$ cat src/rtl/unidade_controle_jogo_memoria.sv
`default_nettype none
// ============================================================================
// Module      : unidade_controle_jogo_memoria
// Description : Moore control unit for the memory-game datapath. It clears and
//               advances the address counter, loads the play register, judges
//               the comparator result and ends the round with pronto plus
//               acertou or errou. Key presses are detected as rising edges of
//               the "any key" level.
//
//               Optional build macro TIMEOUT_EN: adds a cycle counter in ESPERA
//               that ends the round in FIM_TIMEOUT after TIMEOUT_CICLOS cycles
//               without a press. Without it, timeout is tied to 0.
//
// Ports       : clock     - system clock, rising edge
//               reset     - asynchronous, active-low
//               iniciar   - start / restart request (level)
//               jogada    - OR of the key inputs (level)
//               igual     - comparator result
//               fimC      - counter at its last address
//               zeraC     - clear address counter
//               contaC    - increment address counter
//               zeraR     - clear play register
//               registraR - load play register
//               pronto    - round finished
//               acertou   - round won
//               errou     - round lost
//               timeout   - round lost by timeout
//               db_estado - current state code (debug display)
//
// Revision    : 1.0 - initial release
// ============================================================================
module unidade_controle_jogo_memoria #(
    parameter int TIMEOUT_CICLOS  = 3000,
    parameter int LARGURA_TIMEOUT = 16
) (
    input  logic       clock,
    input  logic       reset,
    input  logic       iniciar,
    input  logic       jogada,
    input  logic       igual,
    input  logic       fimC,
    output logic       zeraC,
    output logic       contaC,
    output logic       zeraR,
    output logic       registraR,
    output logic       pronto,
    output logic       acertou,
    output logic       errou,
    output logic       timeout,
    output logic [3:0] db_estado
);

    typedef enum logic [3:0] {
        INICIAL     = 4'b0000,
        PREPARA     = 4'b0001,
        ESPERA      = 4'b0010,
        REGISTRA    = 4'b0100,
        COMPARA     = 4'b0101,
        PROXIMO     = 4'b0110,
        FIM_ACERTOU = 4'b1010,
        FIM_ERROU   = 4'b1110,
        FIM_TIMEOUT = 4'b1101
    } estado_t;

    // Reject parameter combinations the timeout counter cannot represent.
    if ((TIMEOUT_CICLOS < 2) || (TIMEOUT_CICLOS > 65535) ||
        ((64'd1 << LARGURA_TIMEOUT) <= 64'(TIMEOUT_CICLOS))) begin : g_param_invalido
        $error("unidade_controle_jogo_memoria: invalid TIMEOUT_CICLOS/LARGURA_TIMEOUT");
    end

    estado_t estado_q, estado_d;
    logic    jogada_ant_q, jogada_ant_d;
    logic    pressao;

    // The previous-level register samples in every state, so a key held
    // when ESPERA is entered never looks like a new press.
    assign jogada_ant_d = jogada;
    assign pressao      = jogada & ~jogada_ant_q;

`ifdef TIMEOUT_EN
    localparam logic [LARGURA_TIMEOUT-1:0] LIMITE = LARGURA_TIMEOUT'(TIMEOUT_CICLOS - 1);

    logic [LARGURA_TIMEOUT-1:0] cont_q, cont_d;
    logic                       limite;

    // Zero outside ESPERA, so every entry into ESPERA starts from 0.
    assign cont_d = (estado_q == ESPERA) ? cont_q + 1'b1 : '0;
    assign limite = (cont_q == LIMITE);

    always_ff @(posedge clock or negedge reset) begin
        if (!reset) begin
            cont_q <= '0;
        end else begin
            cont_q <= cont_d;
        end
    end
`else
    logic limite;
    assign limite = 1'b0;
`endif

    always_ff @(posedge clock or negedge reset) begin
        if (!reset) begin
            estado_q     <= INICIAL;
            jogada_ant_q <= 1'b0;
        end else begin
            estado_q     <= estado_d;
            jogada_ant_q <= jogada_ant_d;
        end
    end

    // Next state and Moore outputs.
    always_comb begin
        estado_d  = INICIAL;
        zeraC     = 1'b0;
        contaC    = 1'b0;
        zeraR     = 1'b0;
        registraR = 1'b0;
        pronto    = 1'b0;
        acertou   = 1'b0;
        errou     = 1'b0;
        timeout   = 1'b0;

        case (estado_q)
            INICIAL: estado_d = iniciar ? PREPARA : INICIAL;
            PREPARA: begin
                zeraC    = 1'b1;
                zeraR    = 1'b1;
                estado_d = ESPERA;
            end
            ESPERA: begin
                // A press on the limit cycle wins over the timeout.
                if (pressao) begin
                    estado_d = REGISTRA;
                end else if (limite) begin
                    estado_d = FIM_TIMEOUT;
                end else begin
                    estado_d = ESPERA;
                end
            end
            REGISTRA: begin
                registraR = 1'b1;
                estado_d  = COMPARA;
            end
            COMPARA: begin
                if (!igual) begin
                    estado_d = FIM_ERROU;
                end else if (fimC) begin
                    estado_d = FIM_ACERTOU;
                end else begin
                    estado_d = PROXIMO;
                end
            end
            PROXIMO: begin
                contaC   = 1'b1;
                estado_d = ESPERA;
            end
            FIM_ACERTOU: begin
                pronto   = 1'b1;
                acertou  = 1'b1;
                estado_d = iniciar ? PREPARA : FIM_ACERTOU;
            end
            FIM_ERROU: begin
                pronto   = 1'b1;
                errou    = 1'b1;
                estado_d = iniciar ? PREPARA : FIM_ERROU;
            end
`ifdef TIMEOUT_EN
            FIM_TIMEOUT: begin
                pronto   = 1'b1;
                errou    = 1'b1;
                timeout  = 1'b1;
                estado_d = iniciar ? PREPARA : FIM_TIMEOUT;
            end
`endif
            default: estado_d = INICIAL;
        endcase
    end

    assign db_estado = estado_q;

endmodule
`default_nettype wire

$ cat config.mk
export PLATFORM = sky130hd
export DESIGN_NAME = unidade_controle_jogo_memoria
export DESIGN_NICKNAME = d
export VERILOG_FILES = /design/src/rtl/unidade_controle_jogo_memoria.sv
export SDC_FILE = /design/constraint.sdc
export NUM_CORES = 1
export LEC_CHECK = 0
export ABC_CLOCK_PERIOD_IN_PS = 1100
export CAP_MARGIN = 20
export CORE_AREA = 2 2 39 41
export DETAILED_ROUTE_END_ITERATION = 12
export DIE_AREA = 0 0 41 43
export SYNTH_ARGS = -nofsm -noshare
export SYNTH_HDL_FRONTEND = slang
export SYNTH_SLANG_ARGS = --single-unit
$ cat constraint.sdc
create_clock -name clock -period 1.1 [get_ports clock]
set_input_delay 0.11 -clock clock [delete_from_list [all_inputs] [get_ports clock]]
set_output_delay 0.11 -clock clock [all_outputs]
set_load 0.02 [all_outputs]
### Word level (Yosys, flattened, before mapping)

Index checks and enable logic that the tools add are counted.
Widths: inputs -> output; s select.

* output and inout port bits: 12
* register bits: 5

* reductions and logical operators: 3
* mux-type cells: 13
* eq/ne operators: 7
* bitwise logic cells: 2

Operators by type and width (count)
* $pmux 4 s7: 1
* $mux 4: 4
* $eq 4x3->1 const B: 3
* $eq 4x4->1 const B: 2
* $mux 1: 7
* $eq 4x1->1 const B: 1
* $eq 4x2->1 const B: 1
* $logic_not 4->1: 1
* $reduce_or 2->1: 2
* $mux 3: 1
* $and 1x1->1: 1
* $not 1->1: 1

### Depth between registers and ports, before layout

* depth after elaboration: 4
* depth in mapped cells: 3

### Worst setup path before layout

Ideal clock, no wire load.

* path type: reg2out
* start point: reg estado_q[1], in the netlist db_estado[1]
* end point: out zeraR
* setup slack: -0.476 ns
* stages on the path, launching flop included: 4
* required time: 0.990 ns
* buffers on the path: 1
* data arrival time: 1.466 ns
* cells stage by stage: dfrtp_1 nand2b_1 nor3_1 buf_4

* cells in the longest elaborated chain, start to end: 2

Ends and longest elaborated chain
* from (decl): RTL line 71 `estado_t estado_q, estado_d;`
* from (signal assigned): RTL line 107 `estado_q <= estado_d;`
* $eq 4x1->1
* $mux 1
* to (decl): RTL line 44 `output logic zeraR,`

Every way passes these cells.

### Final worst setup path

* start point: reg estado_q[0], in the netlist db_estado[0]
* end point: out errou

* cells in the longest elaborated chain, start to end: 2

Ends and longest elaborated chain
* $eq 4x4->1: RTL line 124 `case (estado_q)`
* $mux 1: RTL line 124
* to (decl): RTL line 48 `output logic errou,`

Every way passes these cells.

==> results by group <==
Floorplanning
  • Rows: 14
  • Starting density of the core: 0.214
  • Die ar.: 1760 um^2
  • Die X: 41 um
  • Core box area: 1380 um^2
  • Ports: 18
  • Die Span Y: 43 um

Outcome
  • Outcome: finished with violations
  • Failing checks: setup timing

Clock network
  • Clk buf depth: 2
  • CTS buffer count: 3
  • Clock sink total: 5
  • Root Driver: clkbuf_4
  • CTS tree: yes
  • Clock Pin Slew Worst Setup and Hold Paths: 0.04 ns
  • Worst skew pair latency: roughly 0.24 ns
  • Hold-fix buffers, CTS: 0
  • H-tree Lvls: 1

STA
  • Final period utilization: 1.20
  • RSZ-0062 raised after global routing: true
  • Slew Limit Fails: 0
  • Setup TNS: -1.61 ns
  • Final worst slack: -0.215 ns
  • Max Clk Rate: 761 MHz
  • Setup Viol. Count Final: 10
  • Setup Skew: 0.00120 ns
  • Endpoints failing hold: 0
  • Shortest period the worst path allows: 1.31 ns

Finish
  • Finished Layout Cells: 83
  • Share of cells above drive strength 1: 0.657
  • N_diodes: 0
  • Fill count: 134
  • Most frequent cells in the layout: buf_4, buf_6, clkdlybuf4s50_1, dfrtp_2
  • Most common cell after layout, fill and taps aside: buf_4
  • End-of-flow core utilization: 0.500
  • Fin nets: 74
  • Synthesis-to-finish area growth: 133%

Placed design
  • Placement Setup Slack: -0.453 ns
  • RePlAce Congestion: a little over 0.7
  • PortBufs: 16
  • Placed Cells: 74
  • Hpwl dp: 689 um

Worst hold path
  • HP Class: in -> async

Setup path
  • Max stage delay cell, worst path: dfrtp_2
  • CP startpoint: db_estado[0]
  • Critical Path Max Stage Delay: 0.42 ns
  • Crit Path Max Fanout: 4
  • Worst endpoint required time: 0.99 ns
  • Worst EP arrival: 1.20 ns
  • Critical-path cell list: and2b_2, nand2_4, nor2_4, buf_6
  • Startpoint Class: flop
  • Reg2Reg Launch Point: db_estado[0]
  • CP Class: reg -> out
  • CP Capture Type: output pin

Synth
  • Compound-Gate Fraction of Synth Area: 0.190
  • Main flop type after synthesis: dfrtp_1
  • Largest family of logic cells by synthesized area: simple AND/OR/NAND/NOR gates
  • Synth top area share: 0.422
  • Mapped Cells: 34
  • Yosys top cell by area: dfrtp_1
  • Adder-cell share of the synthesized area: 0
  • Number of flops mapped to enable cells by yosys: 0
  • Largest cells by area after synthesis: dfrtp_1, buf_4, nor2_1
  • Post-synth cell types: 20
  • Asr flop ratio synth: 1.00
  • Syn avg cell area: roughly 8.7 um^2
  • Ys Warns: 0
  • Post-synthesis register bit count: 5
  • Post-Syn Nets: 40
  • Xor-xnor portion of the synthesized cell area: 0
  • Post-synthesis mux area share: 0
  • Register area share after synthesis: 0.422
  • Post-Syn Area: 297 um^2
  • Simple logic cell fraction of the synthesized area: 0.287

Routing
  • Antenna-violating nets left: 0
  • Drt via density: ~4.4
  • DRC: 0
  • Wirelength per Cell: 11.9 um
  • Vias: 363
  • DRT Pass-1 Iters: 3
  • First DRT Iteration DRCs: 6
  • WL final: 984 um

Global routing
  • First-pass GRT wire length: 1.68 mm
  • Antenna violations before repair: 0
  • Vias in the first global route: 385
  • Grt ovf: 0
  • Largest net degree at the start of global routing: 6
  • Gr usage total: 0.146

Power
  • Leakage power: 0.343 nW
  • PwrDens: 2580 nW/um^2
  • Worst VDD drop: 1.03 mV

Job
  • Max-cap violations: 0
## cell families (layout without fill, tap and decap cells)
group                  Yosys count  after routing
AOI/OAI and AO/OA                8              8
other                            1              1
buffers and inverters            5             38
and+or+nand+nor                 15             15
DFF                              5              5
## cell type report
class	instances	area [um^2]	share of cell area
Tap cell	16	20.0	0.0289
Clock buffer	4	26.3	0.0380
Inverter	3	11.3	0.0163
Timing Repair Buffer	31	278	0.401
Multi-Input combinational cell	24	226	0.327
Sequential cell	5	130	0.188
## cell usage after synthesis (2+ instances only)
cell      instances
nor2_1            4
nor3_1            2
o21ai_0           2
inv_1             3
buf_4             2
dfrtp_1           5
nand2b_1          2
nand3_1           2
## layer usage
layer / routed length, um / GRT usage / share of wire / up-vias
met5: 0 / 0 / 0 / -
met4: 17 / 0.0800 / 0.017 / 0
met3: 71 / 0.0366 / 0.072 / 2
met2: 498 / 0.234 / 0.51 / 18
met1: 398 / 0.164 / 0.40 / 163
li1: - / - / - / 180
## metrics by stage
step / power, mW / area, um^2 / hold WS, ns
floorplan: 0.859 / 344 / -0.186
global placement: 1.31 / 581 / 0.339
detailed placement: 1.32 / 581 / 0.338
CTS: 1.71 / 668 / 0.0813
global route: 1.93 / 692 / 0.0890
finish: 1.79 / 692 / 0.0831
## registers in the layout (all words and copies together) (netlist names)
signal / count
jogada_ant_q: 1
db_estado: 4
## path summary, 6_finish.rpt
check                      depth (start not counted)      endpoint  slack (ns)
min                                                1  db_estado[3]        0.08
min reg2reg                                        1  db_estado[0]        0.47
max                                                4         errou       -0.21
max in group asynchronous                          1  db_estado[2]        0.82
min in group clock                                 1  db_estado[0]        0.47
max reg2reg                                        4  db_estado[2]       -0.13
## critical path: cells and delay by family (launching register included)
kind	cells	cell delay, ns
buffers and inverters	1	0.12
DFF	1	0.42
and+or+nand+nor	3	0.43
## report_power, final
group | leakage, nW | switching [mW] | internal, mW
registers | 0.0586 | 0.0623 | 0.258
logic | 0.269 | 0.600 | 0.665
clock network | 0.0150 | 0.0665 | 0.137
total | 0.343 | 0.729 | 1.06
## repair_timing
item	in CTS	in global routing
gates resized for setup	64	10
hold endpoints to repair	0	0
endpoints found under the setup margin	14	13
buffers inserted	5	0
pin swaps	2	2
(Power assumes the default switching activity.)
